**config.mk**
```make
export PLATFORM = sky130hd
export DESIGN_NAME = sakebi_ethernet_tx_arbiter
export DESIGN_NICKNAME = d
export VERILOG_FILES = /design/src/rtl/sakebi_ethernet_tx_arbiter.sv
export SDC_FILE = /design/constraint.sdc
export NUM_CORES = 1
export LEC_CHECK = 0
export ABC_AREA = 1
export BUFFER_PORTS_ARGS = -buffer_cell sky130_fd_sc_hd__buf_2
export CAP_MARGIN = 20
export CORE_ASPECT_RATIO = 1.25
export CORE_MARGIN = 1.5
export CORE_UTILIZATION = 36
export DETAILED_ROUTE_END_ITERATION = 10
export PLACE_DENSITY = 0.68
export SYNTH_ARGS = -nofsm -noshare
export SYNTH_HDL_FRONTEND = slang
export SYNTH_SLANG_ARGS = --single-unit
export TNS_END_PERCENT = 20
```
**constraint.sdc**
```tcl
create_clock -name i_axis_ACLK -period 1.9 [get_ports i_axis_ACLK]
set_input_delay 0.095 -clock i_axis_ACLK [delete_from_list [all_inputs] [get_ports i_axis_ACLK]]
set_output_delay 0.095 -clock i_axis_ACLK [all_outputs]
set_load 0.02 [all_outputs]
```
**src/rtl/sakebi_ethernet_tx_arbiter.sv**
```systemverilog
// Frame-granular round-robin arbiter over N_SRC AXI-Stream sources; 1-cycle arbitration, then zero-latency pass-through.
// Backpressure: i_m_TREADY is routed only to the owner; non-owners see TREADY=0 until the owner's TLAST handshake or timeout.
module sakebi_ethernet_tx_arbiter #(
  parameter int DATA_WIDTH   = 8,
  parameter int N_SRC        = 2,
  parameter int IDLE_TIMEOUT = 255
) (
  input  logic                        i_axis_ACLK,
  input  logic                        i_axis_ARESETn,
  input  logic [N_SRC-1:0]            i_s_TVALID,
  output logic [N_SRC-1:0]            o_s_TREADY,
  input  logic [N_SRC*DATA_WIDTH-1:0] i_s_TDATA,
  input  logic [N_SRC-1:0]            i_s_TLAST,
  output logic                        o_m_TVALID,
  input  logic                        i_m_TREADY,
  output logic [DATA_WIDTH-1:0]       o_m_TDATA,
  output logic                        o_m_TLAST,
  output logic [N_SRC-1:0]            o_grant,
  output logic                        o_busy,
  output logic                        o_timeout
);

  localparam int IDX_W = (N_SRC > 1) ? $clog2(N_SRC) : 1;
  localparam int CNT_W = $clog2(IDLE_TIMEOUT + 1);
  localparam logic [CNT_W-1:0] CNT_FIRE = CNT_W'(IDLE_TIMEOUT - 1);
  localparam logic [CNT_W-1:0] CNT_MAX  = CNT_W'(IDLE_TIMEOUT);
  localparam logic [IDX_W-1:0] LAST_RST = IDX_W'(N_SRC - 1);

  typedef enum logic {ARB_IDLE, ARB_BUSY} arb_state_t;

  arb_state_t       state, state_nxt;
  logic [N_SRC-1:0] grant_nxt;
  logic [IDX_W-1:0] owner, owner_nxt;
  logic [IDX_W-1:0] r_last, r_last_nxt;
  logic [CNT_W-1:0] idle_cnt, idle_cnt_nxt;
  logic             timeout_nxt;

  logic             pick_vld;
  logic [IDX_W-1:0] pick_idx;
  logic [IDX_W:0]   cand;

  // Search starts just after the last owner, so a finishing source drops to lowest priority.
  always_comb begin
    pick_vld = 1'b0;
    pick_idx = '0;
    cand     = '0;
    for (int k = 1; k <= N_SRC; k++) begin
      cand = {1'b0, r_last} + (IDX_W+1)'(k);
      if (cand >= (IDX_W+1)'(N_SRC)) cand = cand - (IDX_W+1)'(N_SRC);
      if (!pick_vld && i_s_TVALID[cand[IDX_W-1:0]]) begin
        pick_vld = 1'b1;
        pick_idx = cand[IDX_W-1:0];
      end
    end
  end

  always_ff @(posedge i_axis_ACLK or negedge i_axis_ARESETn) begin
    if (!i_axis_ARESETn) begin
      state     <= ARB_IDLE;
      o_grant   <= '0;
      owner     <= '0;
      r_last    <= LAST_RST;
      idle_cnt  <= '0;
      o_timeout <= 1'b0;
    end else begin
      state     <= state_nxt;
      o_grant   <= grant_nxt;
      owner     <= owner_nxt;
      r_last    <= r_last_nxt;
      idle_cnt  <= idle_cnt_nxt;
      o_timeout <= timeout_nxt;
    end
  end

  always_comb begin
    state_nxt    = state;
    grant_nxt    = o_grant;
    owner_nxt    = owner;
    r_last_nxt   = r_last;
    idle_cnt_nxt = idle_cnt;
    timeout_nxt  = 1'b0;
    o_m_TVALID   = 1'b0;
    o_m_TDATA    = '0;
    o_m_TLAST    = 1'b0;
    o_s_TREADY   = '0;

    case (state)
      ARB_IDLE: begin
        idle_cnt_nxt = '0;
        if (pick_vld) begin
          state_nxt           = ARB_BUSY;
          owner_nxt           = pick_idx;
          grant_nxt           = '0;
          grant_nxt[pick_idx] = 1'b1;
        end
      end
      ARB_BUSY: begin
        o_m_TVALID        = i_s_TVALID[owner];
        o_m_TDATA         = i_s_TDATA[owner*DATA_WIDTH +: DATA_WIDTH];
        o_m_TLAST         = i_s_TLAST[owner];
        o_s_TREADY[owner] = i_m_TREADY;
        if (i_s_TVALID[owner]) begin
          idle_cnt_nxt = '0;
          if (i_m_TREADY && i_s_TLAST[owner]) begin
            state_nxt  = ARB_IDLE;
            grant_nxt  = '0;
            r_last_nxt = owner;
          end
        end else if (idle_cnt == CNT_FIRE) begin
          // Stalled owner: release without fabricating TLAST; downstream sees a truncated frame.
          state_nxt    = ARB_IDLE;
          grant_nxt    = '0;
          r_last_nxt   = owner;
          idle_cnt_nxt = '0;
          timeout_nxt  = 1'b1;
        end else if (idle_cnt != CNT_MAX) begin
          idle_cnt_nxt = idle_cnt + 1'b1;
        end
      end
      default: begin
        state_nxt = ARB_IDLE;
        grant_nxt = '0;
      end
    endcase
  end

  assign o_busy = (state == ARB_BUSY);

endmodule

```
==> impl_metrics.ini <==
[outcome]
status = complete, no violations

[placed_design]
portBuffers = 38
place_inst = 204
dp_hpwl_um = 1810
place.gp.congestion = 0.815

[detailed_routing]
drc_errors = 0
drtIter0Drc = 17
ant_nets = 0
drt-pass1-iter-count = 4
viasPerCell = 4.78
vias = 998
wirelength_um = 2310
wl_per_cell_um = 11.0

[worst_setup_path]
reg2reg_depth = 8
r2r_start = owner
required_ps = 1800
r2r_end = idle_cnt[5]
endpoint = o_m_TVALID
worst_ep_arrival_time_ps = 1540
crit_type = reg -> out
reg2reg_slack_ps = 390
startpoint_type = register
cp_max_fo = 14
crit_path_start = owner
crit_path_end_kind = output port

[clocking]
cts_tree = built
root_buffer = clkbuf_4
clk_path_buf_depth = 2
post_cts_buffers = 0
cts.sinks = 14
clock_latency_ps = 280
htreeDepth = 1
cts_buffers = 3
cts.reportedPaths.clkPinSlew_ps = 80

[sta]
worst_slew_pin_slew_ps = 423
min_period_over_period = 0.861
rsz0062_at_grt = no
hold_slack_ps = 139
clock_skew_ps = 5.92
setup_viol = 0
hold_viol = 0
period_minus_slack_ps = 1640
relSlewSlack = 0.718
finalSetupTns_ps = 0
max_freq_ghz = 0.612
finalMaxSlewViolations = 0

[synth]
synth_edf_count = 0
synth_xor_area_frac = 0
post_synth.cell_area_avg_um2 = 7.15
synth_mux_area_frac = 0
synth_top_family_by_area = simple AND/OR/NAND/NOR gates
yosysWarnings = 0
netlist_area_um2 = 965
synth_seq_cells = 14
synth_compound_area_frac = 0.0999
yosys.area_share.simple = 0.428
ys.flop_type = dfrtp_1
ys_types = 24
syn-num-nets = 160
synthCells = 135
synth_fa_ha_area_frac = 0.0259
yosysSeqAreaShare = 0.364
async_flop_share = 1.00

[power_and_ir_drop]
combPwrFrac = 0.556
p_leak_nw = 0.762
total_power_w = 0.00143
power_switching_share = 0.500
internal-power_w = 0.000717
power_frac_seq = 0.323
vdd.ir_drop.worst_mv = 0.585
net-switching-power_w = 0.000717
clkPwrFrac = 0.122
power.density_nw_per_um2 = 1170

[floorplanning]
die_x_um = 49.3
die-area_um2 = 3000
die_h_um = 60.9
initial_core_util = 0.389
io_pins = 39
core_um2 = 2480
rows = 20

[worst_hold_path]
holdCritPathClass = in -> reg
holdPathStages = 4

[layout]
insertedDiodeCount = 0
drive_above_1_share = 0.335
final_cells = 209
multi_input_area_um2 = 534
areaGrowthSynthToFinish_pct = 27.0
seq_area_um2 = 352
finalNetCount = 202
fill_cells = 245

[global_routing]
overflow = 0
antenna_found_initial = 0
grt_pass1_vias = 979
grt_max_degree = 15
grt_pass1_wl_um = 3940
grtUsageTotal = 0.173

[flow_run]
drv_cap = 0
-- layout by cell type (no fill, tap or decap) --
cell	instances
a21oi_1	5
a31o_2	1
and3_1	1
buf_2	38
buf_4	1
clkbuf_1	1
clkbuf_4	3
dfrtp_1	13
dfstp_2	1
dlygate4sd3_1	1
ha_1	2
inv_1	15
inv_2	2
nand2_1	28
nand2_2	3
nand2_4	3
nand3_1	5
nand4_1	3
nor2_1	27
nor2_2	2
nor2_4	1
nor2_8	2
nor3_1	4
nor3_2	2
o21ai_0	10
o21ai_1	1
o21bai_1	1
-- cell usage after synthesis, drive strengths merged (2+ instances only) --
master,number,share of area
nor3,6,0.042
o21ai,11,0.057
ha,2,0.026
dfrtp,13,0.34
a21oi,5,0.026
clkbuf,2,0.0078
inv,17,0.066
nand4,3,0.019
nor2,32,0.17
nand2,34,0.16
nand3,5,0.026
-- metrics by stage --
stage,area [um^2],util,worst slack (ps)
after floorplan,965,-,627
after global placement,1190,0.480,499
after detailed placement,1190,0.480,423
after CTS,1220,0.494,259
after global routing,1220,0.494,130
final,1220,0.494,265
-- timing repair --
item	CTS	global route
hold endpoints to repair	14	0
resized for setup	0	0
hold buffers	1	0
-- sequential cells by signal, summed over array words and instances (netlist names) --
signal     cells
r_last         1
o_busy         1
owner          1
o_grant        2
idle_cnt       8
o_timeout      1
-- power groups by stage --
stage	registers, W	clock network [W]	logic (W)
2_1_floorplan	0.000454	0	0.000567
3_3_place_gp	0.000460	0	0.000779
3_5_place_dp	0.000469	0	0.000799
4_1_cts	0.000463	0.000182	0.000807
5_1_grt	0.000474	0.000196	0.000886
6_report	0.000463	0.000175	0.000797
-- worst min path at each step --
stage              startpoint          end  slack (ps)
2_1_floorplan  i_axis_ARESETn  idle_cnt[0]        -200
3_3_place_gp   i_axis_ARESETn    o_timeout           6
3_5_place_dp   i_axis_ARESETn  idle_cnt[3]          10
4_1_cts            i_m_TREADY       r_last         140
5_1_grt            i_m_TREADY       r_last         170
6_report           i_m_TREADY       r_last         140
-- cell type report --
cell class / count / area share
Inverter: 17 / 0.0521
Multi-Input combinational cell: 101 / 0.436
Timing Repair Buffer: 40 / 0.170
Tap cell: 33 / 0.0337
Sequential cell: 14 / 0.287
Clock buffer: 4 / 0.0215
-- worst max-delay path, stage by stage (launching register included) --
cell and delay, ps:
dfrtp_1 610, inv_2 200, nand2_1 110, nand2_1 60, nor2_2 110, buf_2 180
-- layer usage --
metal / wire, um / GRT usage / share of wire / up-vias
met5: 0 / 0 / 0 / -
met4: 55 / 0.110 / 0.024 / 0
met3: 106 / 0.0222 / 0.046 / 5
met2: 1230 / 0.349 / 0.53 / 41
met1: 917 / 0.165 / 0.40 / 443
li1: - / - / - / 509
-- cell families after synthesis --
kind of cell | count (synthesis)
adder cells (fa/ha/maj) | 2
AO/OA/AOI/OAI | 18
flip-flops | 14
AND/OR/NAND/NOR | 81
buffers and inverters | 20
Note: power is estimated with default switching activity, not from simulation.
